<file path="src/rtl/tap_loc_pkg.sv">
// Shared widths, walk-state encoding and packet layout for the tapping-location scheduler.
package tap_loc_pkg;
    localparam int N_OBJ                = 4;
    localparam int OBJ_ID_WIDTH         = 2;
    localparam int DELAY_LENGTH         = 14;
    localparam int SAMPLE_ADDRESS_WIDTH = 10;
    localparam int ID_WIDTH             = DELAY_LENGTH - SAMPLE_ADDRESS_WIDTH;
    localparam int SCEN_LEN_WIDTH       = 13;
    localparam int PACKET_WIDTH         = SAMPLE_ADDRESS_WIDTH + OBJ_ID_WIDTH;

    typedef enum logic [1:0] {
        IDLE = 2'd0,
        SCAN = 2'd1,
        SEND = 2'd2
    } walk_state_t;

    typedef struct packed {
        logic [OBJ_ID_WIDTH-1:0]         obj_id;
        logic [SAMPLE_ADDRESS_WIDTH-1:0] sample_addr;
    } tap_packet_t;

    typedef logic [ID_WIDTH-1:0] tap_dest_id_t;

    // Delays shorter than the hardware latency clamp to zero instead of wrapping.
    function automatic logic [DELAY_LENGTH-1:0] sub_latency(
        input logic [DELAY_LENGTH-1:0] delay,
        input logic [DELAY_LENGTH-1:0] latency
    );
        return (delay < latency) ? '0 : delay - latency;
    endfunction
endpackage

</file>
<file path="src/rtl/tap_loc_scen_counter.sv">
// Free-running scenario position counter; flags the last cycle of every scenario.
module tap_loc_scen_counter
    import tap_loc_pkg::*;
(
    input  logic                      CLK,
    input  logic                      reset,
    input  logic                      start,
    input  logic [SCEN_LEN_WIDTH-1:0] scenario_len,
    output logic [SCEN_LEN_WIDTH-1:0] scenario_counter,
    output logic                      scenario_update
);
    logic                      running;
    logic [SCEN_LEN_WIDTH-1:0] count;
    logic [SCEN_LEN_WIDTH-1:0] last_count;

    // Lengths of 0 and 1 both collapse to a one-cycle scenario.
    assign last_count = (scenario_len <= SCEN_LEN_WIDTH'(1)) ? '0
                                                             : scenario_len - SCEN_LEN_WIDTH'(1);

    assign scenario_update  = running && (count == last_count);
    assign scenario_counter = count;

    always_ff @(posedge CLK) begin
        if (reset) begin
            running <= 1'b0;
            count   <= '0;
        end else if (start) begin
            running <= 1'b1;
            count   <= '0;
        end else if (running) begin
            count <= scenario_update ? '0 : count + SCEN_LEN_WIDTH'(1);
        end
    end
endmodule

</file>
<file path="src/rtl/tap_loc_scheduler.sv">
// Shadow/active delay tables and the walk that turns active delays into tapping-location packets.
module tap_loc_scheduler
    import tap_loc_pkg::*;
(
    input  logic                      CLK,
    input  logic                      reset,
    input  logic                      glob_scen_noc_input_valid,
    input  logic [DELAY_LENGTH-1:0]   delay_matrix_element,
    input  logic [OBJ_ID_WIDTH-1:0]   obj_id_element,
    input  logic [DELAY_LENGTH-1:0]   hardware_latency,
    input  logic [SCEN_LEN_WIDTH-1:0] scenario_len,
    input  logic                      start,
    output logic [SCEN_LEN_WIDTH-1:0] scenario_counter,
    output logic                      scenario_update,
    output logic                      tapping_loc_valid,
    input  logic                      tapping_loc_ready,
    output logic [PACKET_WIDTH-1:0]   tapping_loc_packet,
    output logic [ID_WIDTH-1:0]       tap_dest_id,
    output logic                      busy,
    output logic                      underflow_err,
    output logic                      overrun_err
);
    // state | meaning
    // IDLE  | no walk in progress, waiting for a commit
    // SCAN  | stepping idx over active entries looking for a valid one
    // SEND  | packet registered and presented until the consumer takes it

    logic [DELAY_LENGTH-1:0] shadow_delay [N_OBJ];
    logic [DELAY_LENGTH-1:0] active_delay [N_OBJ];
    logic [N_OBJ-1:0]        shadow_v;
    logic [N_OBJ-1:0]        active_v;
    logic                    commit;

    walk_state_t               state, state_nxt;
    logic [OBJ_ID_WIDTH-1:0]   idx, idx_nxt;
    logic                      pending, pending_nxt;
    tap_packet_t               pkt, pkt_nxt;
    tap_dest_id_t              dest, dest_nxt;
    logic                      underflow_nxt, overrun_nxt;
    logic                      next_found;
    logic [OBJ_ID_WIDTH-1:0]   next_idx;
    logic                      load;
    logic [OBJ_ID_WIDTH-1:0]   load_idx;
    logic [DELAY_LENGTH-1:0]   load_delay;
    logic [DELAY_LENGTH-1:0]   adj;

    tap_loc_scen_counter u_scen_counter (
        .CLK              (CLK),
        .reset            (reset),
        .start            (start),
        .scenario_len     (scenario_len),
        .scenario_counter (scenario_counter),
        .scenario_update  (scenario_update)
    );

    assign commit = start | scenario_update;

    // Commit copies the pre-edge shadow, so a same-cycle write only reaches shadow.
    always_ff @(posedge CLK) begin
        if (reset) begin
            shadow_v <= '0;
            active_v <= '0;
            for (int i = 0; i < N_OBJ; i++) begin
                shadow_delay[i] <= '0;
                active_delay[i] <= '0;
            end
        end else begin
            if (commit) begin
                active_v <= shadow_v;
                for (int i = 0; i < N_OBJ; i++) begin
                    active_delay[i] <= shadow_delay[i];
                end
            end
            if (glob_scen_noc_input_valid) begin
                shadow_delay[obj_id_element] <= delay_matrix_element;
                shadow_v[obj_id_element]     <= 1'b1;
            end
        end
    end

    // Lowest valid entry above idx, so consecutive packets go out without a bubble.
    always_comb begin
        next_found = 1'b0;
        next_idx   = '0;
        for (int i = N_OBJ - 1; i >= 0; i--) begin
            if (active_v[i] && (i > int'(idx))) begin
                next_found = 1'b1;
                next_idx   = OBJ_ID_WIDTH'(i);
            end
        end
    end

    always_comb begin
        state_nxt     = state;
        idx_nxt       = idx;
        pending_nxt   = pending;
        pkt_nxt       = pkt;
        dest_nxt      = dest;
        underflow_nxt = underflow_err;
        overrun_nxt   = overrun_err | (commit & (state != IDLE));
        load          = 1'b0;
        load_idx      = idx;

        case (state)
            IDLE: begin
                if (commit) begin
                    state_nxt = SCAN;
                    idx_nxt   = '0;
                end
            end
            SCAN: begin
                if (commit) begin
                    idx_nxt = '0;
                end else if (active_v[idx]) begin
                    load      = 1'b1;
                    state_nxt = SEND;
                end else if (idx == OBJ_ID_WIDTH'(N_OBJ - 1)) begin
                    state_nxt = IDLE;
                end else begin
                    idx_nxt = idx + OBJ_ID_WIDTH'(1);
                end
            end
            SEND: begin
                if (tapping_loc_ready) begin
                    pending_nxt = 1'b0;
                    if (commit || pending) begin
                        state_nxt = SCAN;
                        idx_nxt   = '0;
                    end else if (next_found) begin
                        load     = 1'b1;
                        load_idx = next_idx;
                        idx_nxt  = next_idx;
                    end else begin
                        state_nxt = IDLE;
                    end
                end else if (commit) begin
                    // Hold the in-flight packet; restart the walk once it is taken.
                    pending_nxt = 1'b1;
                end
            end
            default: state_nxt = IDLE;
        endcase

        load_delay = active_delay[load_idx];
        adj        = sub_latency(load_delay, hardware_latency);
        if (load) begin
            pkt_nxt.obj_id      = load_idx;
            pkt_nxt.sample_addr = adj[SAMPLE_ADDRESS_WIDTH-1:0];
            dest_nxt            = adj[DELAY_LENGTH-1:SAMPLE_ADDRESS_WIDTH];
            if (load_delay < hardware_latency) begin
                underflow_nxt = 1'b1;
            end
        end
    end

    always_ff @(posedge CLK) begin
        if (reset) begin
            state         <= IDLE;
            idx           <= '0;
            pending       <= 1'b0;
            pkt           <= '0;
            dest          <= '0;
            underflow_err <= 1'b0;
            overrun_err   <= 1'b0;
        end else begin
            state         <= state_nxt;
            idx           <= idx_nxt;
            pending       <= pending_nxt;
            pkt           <= pkt_nxt;
            dest          <= dest_nxt;
            underflow_err <= underflow_nxt;
            overrun_err   <= overrun_nxt;
        end
    end

    assign tapping_loc_valid  = (state == SEND);
    assign busy               = (state != IDLE);
    assign tapping_loc_packet = pkt;
    assign tap_dest_id        = dest;
endmodule
</file>
<file path="config.mk">
export PLATFORM = sky130hd
export DESIGN_NAME = tap_loc_scheduler
export DESIGN_NICKNAME = d
export VERILOG_FILES = /design/src/rtl/tap_loc_pkg.sv /design/src/rtl/tap_loc_scen_counter.sv /design/src/rtl/tap_loc_scheduler.sv
export SDC_FILE = /design/constraint.sdc
export NUM_CORES = 1
export LEC_CHECK = 0
export ABC_AREA = 1
export CAP_MARGIN = 20
export CORE_MARGIN = 2
export CORE_UTILIZATION = 38
export CTS_BUF_LIST = sky130_fd_sc_hd__clkbuf_16
export CTS_CLUSTER_SIZE = 25
export DETAILED_ROUTE_END_ITERATION = 8
export GPL_TIMING_DRIVEN = 0
export PLACE_DENSITY = 0.6
export SLEW_MARGIN = 20
export SYNTH_ARGS = -nofsm -noshare
export SYNTH_HDL_FRONTEND = slang
export SYNTH_SLANG_ARGS = --single-unit
</file>
<file path="constraint.sdc">
create_clock -name CLK -period 9.3 [get_ports CLK]
set_clock_uncertainty 0.15 [all_clocks]
set_input_delay 2.79 -clock CLK [delete_from_list [all_inputs] [get_ports CLK]]
set_output_delay 2.79 -clock CLK [all_outputs]
set_load 0.1 [all_outputs]
</file>
==> run_results.csv <==
group,metric,value,unit
grt,grt.overflow.total,0,
logic_synthesis,netlist_instances,980,
sta,finalHoldViolCount,0,
placed_design,portBuffers,80,
drt,vias,6253,
grt,grt_antenna_before_repair,0,
drt,initialDrtViolationCount,337,
sta,finalCritPeriodShare,93.0,%
drt,ant_nets,0,
pwr,p_leak,4.38,nW
die,dieHeight,152,um
setup_path,worstReg2RegStart,"idx[0]$_SDFFE_PP0P_",
grt,grt_usage,17.1,%
clock_tree,clk_pin_slew,0.06,ns
run_status,status,"finished clean",
logic_synthesis,avgSynthCellArea,8.44,sq um
clock_tree,cts.sinks,157,
die,die-area,23000,sq um
placed_design,placed_cells_incl_taps,1335,
setup_path,crit_type,"input pin to output port",
clock_tree,postCtsSetupBuffers,0,
die,rows,53,
setup_path,cpPeakStageDelay,0.73,ns
clock_tree,cts-root-buf,"clkbuf_16",
logic_synthesis,synth_top_area_share,40.7,%
sta,max_freq,116,MHz
pwr,irDropWorstVdd,146,uV
hold_path,min_from,"underflow_err$_SDFFE_PP0P_",
drt,postRouteWirelength,18600,um
sta,tns,0,ns
logic_synthesis,synthesis.nets,1053,
logic_synthesis,ys_top_cells_by_area,"edfxtp_1 41%, dfxtp_1 11%, nand2_1 8.0%",
hold_path,hold_class,"flip-flop to flip-flop",
sta,whs,0.301,ns
logic_synthesis,synth_cell_types,42,
clock_tree,clockBufferDepth,2,
sta,drv_slew,0,
cells_and_area,area_growth,20.2,%
sta,post-route-min-period,8.65,ns
setup_path,r2r-end,"tapping_loc_packet[8]$_SDFFE_PP0P_",
hold_path,holdPathStages,2,
die,core,21200,sq um
setup_path,cp.required,6.36,ns
setup_path,crit_chain,"clkdlybuf4s50_1 -> inv_1 -> ha_1 -> nand2_1 -> nor2_1 -> nand3b_1 -> nand2_1 -> nand2_1 -> nand2_1 -> nand2_1 -> nor2_1 -> nand2_1 -> nor2_2 -> nand2_2 -> inv_1 -> dlymetal6s2s_1",
logic_synthesis,synth_top_cell_by_area,"edfxtp_1",
drt,dr.pass1.iters,5,
cells_and_area,layout-drive-gt1-share,6.60,%
flow_run,max_cap_viol_count,0,
logic_synthesis,synth.cell_area,8270,sq um
setup_path,r2r_slack,4.10,ns
cells_and_area,layoutNonFillerInstCount,1366,
clock_tree,htree_levels,4,
drt,drc,0,
clock_tree,clock_latency,0.42,ns
logic_synthesis,yosysWarnings,0,
sta,slew-limit-headroom,32.3,%
clock_tree,numCtsBuffers,17,
drt,vias_per_cell,4.58,
setup_path,end_kind,"output port",
grt,grt_max_degree,66,
sta,rsz0062_at_grt,"false",
drt,wl_per_cell,13.6,um
setup_path,path_max_fanout,6,
placed_design,gp_congestion,0.815,
setup_path,crit_slowest_cell,"dlymetal6s2s_1",
clock_tree,cts_tree,"yes",
setup_path,rr_worst_depth,29,
setup_path,cp_common_cell,"nand2_1",
die,ios,82,
sta,worst_slew_pin_slew,1.01,ns
sta,setup_violations,0,
grt,grt_pass1_wl,29700,um
hold_path,holdPathEnd,"underflow_err$_SDFFE_PP0P_",
setup_path,cp.arrival,5.71,ns
placed_design,dp_hpwl,13900,um
logic_synthesis,ys_seq_area_share,51.6,%
cells_and_area,fin_nets,1152,
die,die_w,152,um
pwr,power.density,182,nW/um^2
cells_and_area,diodes,0,
die,initial_core_util,39.0,%
logic_synthesis,ys_ff_latch,157,
setup_path,critPathLaunchType,"input pin",
grt,grt_pass1_vias,5773,
-- critical path, delay by kind of cell --
kind	cells	cell delay, ns
buffers and inverters	4	1.46
AND/OR/NAND/NOR	11	1.24
adder cells (fa/ha/maj)	1	0.22
-- stage by stage --
step                utilization [%]  area, sq um  setup WS [ns]  total power [W]
floorplan                         -         8270           1.72          0.00110
global placement               44.4         9420          0.284          0.00120
detailed placement             44.4         9420          0.283          0.00120
CTS                            46.8         9940          0.264          0.00182
global route                   46.9         9940          0.335          0.00189
finish                         46.9         9940          0.655          0.00181
-- placed cells by master (no fill, tap or decap), types with 6 or more instances in the layout --
cell	synthesis	routed
o21ai_0	22	22
clkbuf_1	15	15
xnor2_1	6	6
buf_6	8	8
nand2_1	177	177
buf_4	5	6
nand3b_1	30	30
edfxtp_1	112	112
xor2_1	12	12
ha_1	24	24
inv_1	170	171
clkbuf_16	0	17
clkdlybuf4s50_1	0	79
dfxtp_1	45	45
a21oi_1	39	39
nor2_2	10	10
nor2_1	169	169
nand4_1	6	6
nand3_1	78	78
-- report_power, final --
part / total, W / internal [W] / switching (W) / leakage [nW]
Combinational: 0.000379 / 0.000126 / 0.000253 / 2.59
Clock: 0.000617 / 0.000339 / 0.000279 / 0.250
Sequential: 0.000811 / 0.000795 / 0.0000157 / 1.53
Total: 0.00181 / 0.00126 / 0.000548 / 4.38
-- synth_stat cells (all sizes together) --
cell	number
ha	24
o21a	1
nand4	6
o31ai	1
o22ai	3
clkbuf	15
o211ai	1
a21o	3
and2	2
xnor2	6
nor2	181
edfxtp	112
dfxtp	45
nor3	5
nand3	81
buf	17
nand3b	30
inv	173
nor3b	3
o21ai	23
nor4	1
nand2	187
a31oi	3
xor2	12
fa	1
a21oi	40
a221oi	1
o21bai	3
-- layer usage --
metal | vias to the layer above | GRT usage, % | routed length, um
li1 | 3322 | - | -
met1 | 2792 | 23.5 | 9150
met3 | 19 | 3.53 | 779
met4 | 0 | 6.02 | 295
met5 | - | 0 | 0
met2 | 120 | 26.9 | 8360
-- timing repair --
action | CTS | global route
gates resized for setup | 0 | 1
endpoints found under the setup margin | 0 | 1
endpoints found under the hold margin | 0 | 0
hold buffers | 0 | 0
-- state kept, by name, indices dropped and copies added (netlist names), 2 cells and up --
name                             count
shadow_delay                        56
idx                                  2
shadow_v                             4
u_scen_counter.scenario_counter     13
active_delay                        56
active_v                             4
state                                2
tapping_loc_packet                  12
tap_dest_id                          4
-- worst max-delay path by stage --
stage                               start               to  slack (ns)  cells past startpoint
after floorplan           scenario_len[0]  scenario_update        1.72                     14
after global placement    scenario_len[0]  scenario_update        0.28                     16
after detailed placement  scenario_len[0]  scenario_update        0.28                     16
after CTS                 scenario_len[0]  scenario_update        0.26                     16
after global routing      scenario_len[0]  scenario_update        0.33                     16
final                     scenario_len[0]  scenario_update        0.65                     16
-- final cells by class --
type                            instances  area, sq um
Tap cell                              275          344
Fill cell                            2078        11300
Sequential cell                       157         4260
Buffer                                 32          205
Clock buffer                           17          425
Inverter                              173          652
Timing Repair Buffer                   80          803
Multi-Input combinational cell        618         3150
Clock inverter                         14         97.6
-- kinds of logic (layout without fill, tap and decap cells) --
kind of cell             count (synthesis)  after routing  synth area share (%)
AO/OA/AOI/OAI                           79             79                  5.28
buffers and inverters                  205            316                  10.3
flip-flops                             157            157                  51.6
AND/OR/NAND/NOR                        496            496                  27.0
XOR/XNOR                                18             18                  1.91
adder cells (fa/ha/maj)                 25             25                  3.87
Note: power is estimated with default switching activity, not from simulation.
